## config.mk

```make
export PLATFORM = sky130hd
export DESIGN_NAME = i2c_byte_ctrl_flat
export DESIGN_NICKNAME = d
export VERILOG_FILES = /design/src/rtl/i2c_byte_if.sv /design/src/rtl/i2c_byte_ctrl.sv /design/src/flat_wrapper.sv
export SDC_FILE = /design/constraint.sdc
export NUM_CORES = 1
export LEC_CHECK = 0
export BUFFER_PORTS_ARGS = -buffer_cell sky130_fd_sc_hd__buf_4
export CAP_MARGIN = 15
export CORE_ASPECT_RATIO = 1.1
export CORE_MARGIN = 4
export CORE_UTILIZATION = 55
export DETAILED_ROUTE_END_ITERATION = 12
export PLACE_DENSITY_LB_ADDON = 0.3
export SYNTH_ARGS = -nofsm -noshare
export SYNTH_HDL_FRONTEND = slang
export SYNTH_SLANG_ARGS = --single-unit
```

## constraint.sdc

```tcl
create_clock -name clk -period 7.8 [get_ports clk]
set_input_delay 0.78 -clock clk [delete_from_list [all_inputs] [get_ports clk]]
set_output_delay 0.78 -clock clk [all_outputs]
set_load 0.01 [all_outputs]
```

## src/rtl/i2c_byte_if.sv

```systemverilog
// Command and result bundle between a byte producer and the I2C byte sequencer.
interface i2c_byte_if;
  logic       cmd_valid;
  logic       cmd_ready;
  logic       cmd_start;
  logic       cmd_stop;
  logic       cmd_read;
  logic [7:0] cmd_wdata;
  logic       cmd_nack;
  logic [7:0] rd_data;
  logic       ack_n;
  logic       done;
  logic       busy;
  logic       err_underrun;

  modport master (
    output cmd_valid, cmd_start, cmd_stop, cmd_read, cmd_wdata, cmd_nack,
    input  cmd_ready, rd_data, ack_n, done, busy, err_underrun
  );

  modport slave (
    input  cmd_valid, cmd_start, cmd_stop, cmd_read, cmd_wdata, cmd_nack,
    output cmd_ready, rd_data, ack_n, done, busy, err_underrun
  );
endinterface

```

## src/rtl/i2c_byte_ctrl.sv

```systemverilog
// Byte-level I2C master sequencer: START/rSTART, 8 data bits + ACK, STOP,
// with every SDA/SCL-enable event timed from the generator's scl_beat.
module i2c_byte_ctrl #(
  parameter int DIV_W = 32
) (
  input  logic             clk,
  input  logic             rst,
  input  logic [DIV_W-1:0] div,
  input  logic             scl_beat,
  output logic             scl_en,
  input  logic             sda_i,
  output logic             sda_oe,
  i2c_byte_if.slave        cmd
);

  typedef enum logic [2:0] {
    IDLE, S_WAIT, S_HI, BIT, NEXT, RS_HI, STOP_L, STOP_H
  } state_t;

  typedef struct packed {
    logic       start;
    logic       stop;
    logic       read;
    logic [7:0] wdata;
    logic       nack;
  } cmd_t;

  state_t     state, state_nx;
  cmd_t       cmd_q, cmd_q_nx, cmd_in, cmd_eff;
  logic       pending, pending_nx;
  logic [3:0] bit_cnt, bit_cnt_nx;
  logic [7:0] shift, shift_nx;
  logic [7:0] rd_data_q, rd_data_nx;
  logic       ack_n_q, ack_n_nx;
  logic       done_q, done_nx;
  logic       err_q, err_nx;
  logic       sda_oe_nx, scl_en_nx;

  logic             beat_d;
  logic [DIV_W-1:0] phase_cnt;
  logic             rise, h_mid, l_mid, accept;

  // Phase within the SCL period, zeroed on each beat rising edge.
  assign rise  = scl_beat & ~beat_d;
  assign h_mid = (phase_cnt == (div >> 2));
  assign l_mid = (phase_cnt == ((div >> 1) + (div >> 2)));

  always_ff @(posedge clk or posedge rst) begin
    if (rst) begin
      beat_d    <= 1'b0;
      phase_cnt <= '0;
    end else begin
      beat_d <= scl_beat;
      if (rise)
        phase_cnt <= '0;
      else if (phase_cnt != '1)
        phase_cnt <= phase_cnt + DIV_W'(1);
    end
  end

  assign cmd.cmd_ready    = (state == IDLE) || ((state == NEXT) && !pending);
  assign cmd.busy         = (state != IDLE);
  assign cmd.rd_data      = rd_data_q;
  assign cmd.ack_n        = ack_n_q;
  assign cmd.done         = done_q;
  assign cmd.err_underrun = err_q;

  assign accept  = cmd.cmd_valid & cmd.cmd_ready;
  assign cmd_in  = '{start: cmd.cmd_start, stop: cmd.cmd_stop, read: cmd.cmd_read,
                     wdata: cmd.cmd_wdata, nack: cmd.cmd_nack};
  // A command accepted in the very cycle of L_MID is used straight from the bus.
  assign cmd_eff = pending ? cmd_q : cmd_in;

  // SDA pull-down for slot n: data bits for writes, ACK/NACK for reads.
  function automatic logic slot_oe(input cmd_t c, input logic [3:0] n);
    if (n == 4'd8)
      return c.read & ~c.nack;
    return ~c.read & ~c.wdata[3'd7 - n[2:0]];
  endfunction

  always_comb begin
    // NOTE: every target gets a hold default first, so no path can infer a latch.
    state_nx   = state;
    cmd_q_nx   = cmd_q;
    pending_nx = pending;
    bit_cnt_nx = bit_cnt;
    shift_nx   = shift;
    rd_data_nx = rd_data_q;
    ack_n_nx   = ack_n_q;
    done_nx    = 1'b0;
    err_nx     = 1'b0;
    sda_oe_nx  = sda_oe;
    scl_en_nx  = scl_en;

    unique case (state)
      IDLE: begin
        if (accept) begin
          cmd_q_nx = cmd_in;
          state_nx = S_WAIT;
        end
      end
      S_WAIT: begin
        if (rise) state_nx = S_HI;
      end
      S_HI: begin
        if (h_mid) begin
          sda_oe_nx  = 1'b1;
          scl_en_nx  = 1'b1;
          bit_cnt_nx = 4'd0;
          state_nx   = BIT;
        end
      end
      BIT: begin
        if (l_mid) sda_oe_nx = slot_oe(cmd_q, bit_cnt);
        if (h_mid) begin
          if (bit_cnt == 4'd8) begin
            done_nx    = 1'b1;
            pending_nx = 1'b0;
            if (cmd_q.read) rd_data_nx = shift;
            else            ack_n_nx   = sda_i;
            state_nx = cmd_q.stop ? STOP_L : NEXT;
          end else begin
            shift_nx   = {shift[6:0], sda_i};
            bit_cnt_nx = bit_cnt + 4'd1;
          end
        end
      end
      NEXT: begin
        if (accept) begin
          cmd_q_nx   = cmd_in;
          pending_nx = 1'b1;
        end
        if (l_mid) begin
          pending_nx = 1'b0;
          if (pending || accept) begin
            cmd_q_nx = cmd_eff;
            if (cmd_eff.start) begin
              sda_oe_nx = 1'b0;
              state_nx  = RS_HI;
            end else begin
              bit_cnt_nx = 4'd0;
              sda_oe_nx  = slot_oe(cmd_eff, 4'd0);
              state_nx   = BIT;
            end
          end else begin
            // Nothing queued: close the transfer ourselves.
            err_nx    = 1'b1;
            sda_oe_nx = 1'b1;
            state_nx  = STOP_L;
          end
        end
      end
      RS_HI: begin
        if (h_mid) begin
          sda_oe_nx  = 1'b1;
          bit_cnt_nx = 4'd0;
          state_nx   = BIT;
        end
      end
      STOP_L: begin
        if (l_mid) sda_oe_nx = 1'b1;
        if (rise) begin
          scl_en_nx = 1'b0;
          state_nx  = STOP_H;
        end
      end
      STOP_H: begin
        if (h_mid) begin
          sda_oe_nx = 1'b0;
          state_nx  = IDLE;
        end
      end
      default: state_nx = IDLE;
    endcase
  end

  always_ff @(posedge clk or posedge rst) begin
    if (rst) begin
      state     <= IDLE;
      cmd_q     <= '0;
      pending   <= 1'b0;
      bit_cnt   <= 4'd0;
      shift     <= 8'h00;
      rd_data_q <= 8'h00;
      ack_n_q   <= 1'b0;
      done_q    <= 1'b0;
      err_q     <= 1'b0;
      sda_oe    <= 1'b0;
      scl_en    <= 1'b0;
    end else begin
      // NOTE: non-blocking updates so every register sees pre-edge values.
      state     <= state_nx;
      cmd_q     <= cmd_q_nx;
      pending   <= pending_nx;
      bit_cnt   <= bit_cnt_nx;
      shift     <= shift_nx;
      rd_data_q <= rd_data_nx;
      ack_n_q   <= ack_n_nx;
      done_q    <= done_nx;
      err_q     <= err_nx;
      sda_oe    <= sda_oe_nx;
      scl_en    <= scl_en_nx;
    end
  end

endmodule

```

## src/flat_wrapper.sv

```systemverilog
// flat-port wrapper written by rule: the top's interface ports become plain ports
module i2c_byte_ctrl_flat 
#(
  parameter int DIV_W = 32
)
  (clk, rst, div, scl_beat, scl_en, sda_i, sda_oe, cmd_cmd_valid, cmd_cmd_start, cmd_cmd_stop, cmd_cmd_read, cmd_cmd_wdata, cmd_cmd_nack, cmd_cmd_ready, cmd_rd_data, cmd_ack_n, cmd_done, cmd_busy, cmd_err_underrun);
  i2c_byte_if cmd_i ();
  input  logic clk;
  input  logic rst;
  input  logic [DIV_W-1:0] div;
  input  logic scl_beat;
  output logic scl_en;
  input  logic sda_i;
  output logic sda_oe;
  input wire logic [$bits(cmd_i.cmd_valid)-1:0] cmd_cmd_valid;
  input wire logic [$bits(cmd_i.cmd_start)-1:0] cmd_cmd_start;
  input wire logic [$bits(cmd_i.cmd_stop)-1:0] cmd_cmd_stop;
  input wire logic [$bits(cmd_i.cmd_read)-1:0] cmd_cmd_read;
  input wire logic [$bits(cmd_i.cmd_wdata)-1:0] cmd_cmd_wdata;
  input wire logic [$bits(cmd_i.cmd_nack)-1:0] cmd_cmd_nack;
  output wire logic [$bits(cmd_i.cmd_ready)-1:0] cmd_cmd_ready;
  output wire logic [$bits(cmd_i.rd_data)-1:0] cmd_rd_data;
  output wire logic [$bits(cmd_i.ack_n)-1:0] cmd_ack_n;
  output wire logic [$bits(cmd_i.done)-1:0] cmd_done;
  output wire logic [$bits(cmd_i.busy)-1:0] cmd_busy;
  output wire logic [$bits(cmd_i.err_underrun)-1:0] cmd_err_underrun;
  assign cmd_i.cmd_valid = cmd_cmd_valid;
  assign cmd_i.cmd_start = cmd_cmd_start;
  assign cmd_i.cmd_stop = cmd_cmd_stop;
  assign cmd_i.cmd_read = cmd_cmd_read;
  assign cmd_i.cmd_wdata = cmd_cmd_wdata;
  assign cmd_i.cmd_nack = cmd_cmd_nack;
  assign cmd_cmd_ready = cmd_i.cmd_ready;
  assign cmd_rd_data = cmd_i.rd_data;
  assign cmd_ack_n = cmd_i.ack_n;
  assign cmd_done = cmd_i.done;
  assign cmd_busy = cmd_i.busy;
  assign cmd_err_underrun = cmd_i.err_underrun;
  i2c_byte_ctrl #(.DIV_W(DIV_W)) u_core (.clk(clk), .rst(rst), .div(div), .scl_beat(scl_beat), .scl_en(scl_en), .sda_i(sda_i), .sda_oe(sda_oe), .cmd(cmd_i));
endmodule
```

==> results.sh <==
export IMPL_status="complete, no violations"
export IMPL_clock_latency_ns=0.33
export IMPL_setup_viol=0
export IMPL_track_usage=0.2594
export IMPL_synth_edf_count=0
export IMPL_htreeDepth=3
export IMPL_post_cts_buffers=0
export IMPL_path_clk_slew_ns=0.05
export IMPL_start_kind="primary input"
export IMPL_reg2reg_from="u_core.phase_cnt[31]"
export IMPL_achievable_frequency_ghz=0.2504
export IMPL_worst_path_max_fanout=6
export IMPL_clock_sinks=74
export IMPL_clock_skew_ns=0.007985
export IMPL_yosys_area_top_type="dfrtp_1"
export IMPL_async_reset_ff_frac=1.000
export IMPL_ir_worst_vdd_mv=0.2230
export IMPL_critical_path_class="primary input to register"
export IMPL_area_growth_pct=13.27
export IMPL_startpoint="div[2]"
export IMPL_rr_worst_depth=10
export IMPL_syn_nets=816
export IMPL_drc_errors=0
export IMPL_drtIter0Drc=487
export IMPL_chipWidth_um=110.6
export IMPL_r2r_slack_ns=4.69
export IMPL_max_cap_violations=0
export IMPL_avgViaCountPerCell=6.364
export IMPL_start_util=0.5736
export IMPL_die_area_um2=13380
export IMPL_syn_inst=732
export IMPL_die_h_um=120.9
export IMPL_finalCritPeriodShare=0.5120
export IMPL_rsz0062_at_grt="false"
export IMPL_grt_pass1_wl_um=28320
export IMPL_ys_seq_area_frac=0.2905
export IMPL_synth_area_leaders="dfrtp_1 (29%), xor2_1 (7.4%), ha_1 (6.7%)"
export IMPL_post_route_util=0.6498
export IMPL_wl_um=17480
export IMPL_slew_headroom=0.3904
export IMPL_holdCritPathClass="register to register"
export IMPL_hpwl_um=13680
export IMPL_cp_arrival_ns=4.21
export IMPL_ctsResizeCount=0
export IMPL_whs_path_depth=1
export IMPL_gp_congestion=0.9668
export IMPL_cts_buffers=9
export IMPL_postRouteAntennaNets=0
export IMPL_firstDrtPassIters=6
export IMPL_vias=5906
export IMPL_ys_flop_type="dfrtp_1"
export IMPL_n_antenna_cell=0
export IMPL_finalCriticalPeriod_ns=3.994
export IMPL_leakage_nw=3.175
export IMPL_wl_per_cell_um=18.84
export IMPL_critPathRequiredTime_ns=8.01
export IMPL_syn_avg_cell_area_um2=8.707
export IMPL_stdcell_count=928
export IMPL_core_um2=11110
export IMPL_final_cell_mix="dfrtp_1 (74), nor2_1 (68), nand2_1 (66), buf_4 (65), a21oi_1 (57)"
export IMPL_min_from="u_core.shift[7]"
export IMPL_slew_violations=0
export IMPL_cts_tree="done"
export IMPL_postCtsHoldBufs=0
export IMPL_grt_ovfl_total=0
export IMPL_cts_max_path_buffers=2
export IMPL_rr_endpoint="u_core.state[1]"
export IMPL_fin_tns_setup_ns=0
export IMPL_worstSetupEndpointType="register"
export IMPL_yosysUniqueCellTypes=85
export IMPL_cts_root_buf="clkbuf_16"
export IMPL_grt_pass1_vias=5854
export IMPL_ys_ff_latch=74
export IMPL_ios=64
export IMPL_rows=40
export IMPL_port_buffers=62
export IMPL_grt_start_max_net_pins=75
export IMPL_cp_endpoint="u_core.state[1]"
export IMPL_power_density_nw_per_um2=203.6
export IMPL_layout_commonest_cell="dfrtp_1"
export IMPL_drive_gt1_frac=0.1933
export IMPL_antenna_found_initial=0
export IMPL_hold_viol_final=0
export IMPL_synth_top_area_share=0.2905
export IMPL_yosys_warnings=0
export IMPL_tightest_slew_ns=0.9144
export IMPL_nNetsFinal=861
export IMPL_dp_cells=913
export IMPL_syn_area_um2=6374
[cells in the mapped netlist (all sizes together) (11+ instances only)]
| cell | instances |
|---|---|
| dfrtp | 74 |
| nor4 | 11 |
| nor2 | 69 |
| mux2 | 30 |
| xnor2 | 39 |
| a21oi | 60 |
| buf | 12 |
| clkbuf | 19 |
| nor3 | 11 |
| inv | 17 |
| nand4 | 24 |
| ha | 34 |
| nand3 | 24 |
| xor2 | 54 |
| nand2 | 67 |
| o21ai | 37 |
[sequential cells by signal, summed over array words and instances, names as in the netlist, 3 cells and up]
| name | count |
|---|---|
| u_core.state | 3 |
| u_core.bit_cnt | 4 |
| u_core.shift | 8 |
| u_core.phase_cnt | 32 |
| u_core.cmd.rd_data | 8 |
| u_core.cmd_q | 12 |
[per-layer routing]
layer / GRT usage / wire (µm) / up-vias
met5: 0 / 0 / -
met2: 0.4575 / 8656 / 238
met3: 0.03142 / 880 / 59
li1: - / - / 2782
met1: 0.3159 / 7186 / 2827
met4: 0.1232 / 755 / 0
[layout make-up]
type / count / area (µm²)
Multi-Input combinational cell: 610 / 4313
Fill cell: 924 / 3891
Sequential cell: 74 / 1852
Timing Repair Buffer: 65 / 488.0
Clock buffer: 11 / 242.7
Tap cell: 147 / 183.9
Clock inverter: 4 / 76.32
Inverter: 17 / 63.81
[through the flow]
stage / hold slack, ns / worst slack (ns) / power, mW / cell area (µm²)
after detailed placement: 0.4900 / 3.527 / 1.023 / 6900
final: 0.5091 / 3.806 / 1.470 / 7219
after CTS: 0.5096 / 3.869 / 1.468 / 7219
after global routing: 0.5319 / 3.641 / 1.553 / 7219
after floorplan: 0.4716 / 4.096 / 0.8840 / 6374
after global placement: 0.4826 / 3.623 / 1.003 / 6900
[power by group]
group / total (mW) / internal, mW / switching, mW / leakage [nW]
Clock: 0.438 / 0.287 / 0.151 / 0.152
Sequential: 0.513 / 0.439 / 0.0736 / 0.990
Combinational: 0.520 / 0.232 / 0.287 / 2.03
Total: 1.47 / 0.959 / 0.511 / 3.17
[critical path: stages]
cell,delay [ns]
buf_4,0.14
ha_1,0.21
fa_1,0.41
a21o_2,0.26
a221oi_2,0.48
o21ai_0,0.27
nor2_1,0.14
o31ai_1,0.11
mux2i_2,0.19
nor4b_4,0.46
nand4_4,0.23
a21oi_2,0.19
mux2_1,0.33
[cell families after synthesis]
| group | Yosys count | synth area share |
|---|---|---|
| buf+inv | 48 | 0.03415 |
| xor+xnor | 93 | 0.1278 |
| mux | 38 | 0.07008 |
| flops | 74 | 0.2905 |
| fa+ha+maj | 35 | 0.06989 |
| simple gates | 264 | 0.2161 |
| compound gates | 180 | 0.1914 |
[worst min path at each step]
| stage | slack (ns) | endpoint |
|---|---|---|
| floorplan | 0.47 | u_core.bit_cnt[3] |
| global placement | 0.48 | u_core.cmd_q[2] |
| detailed placement | 0.49 | u_core.shift[7] |
| CTS | 0.51 | u_core.shift[7] |
| global route | 0.53 | u_core.cmd_q[7] |
| finish | 0.51 | u_core.shift[7] |
Power figures use the tool's default switching activity.
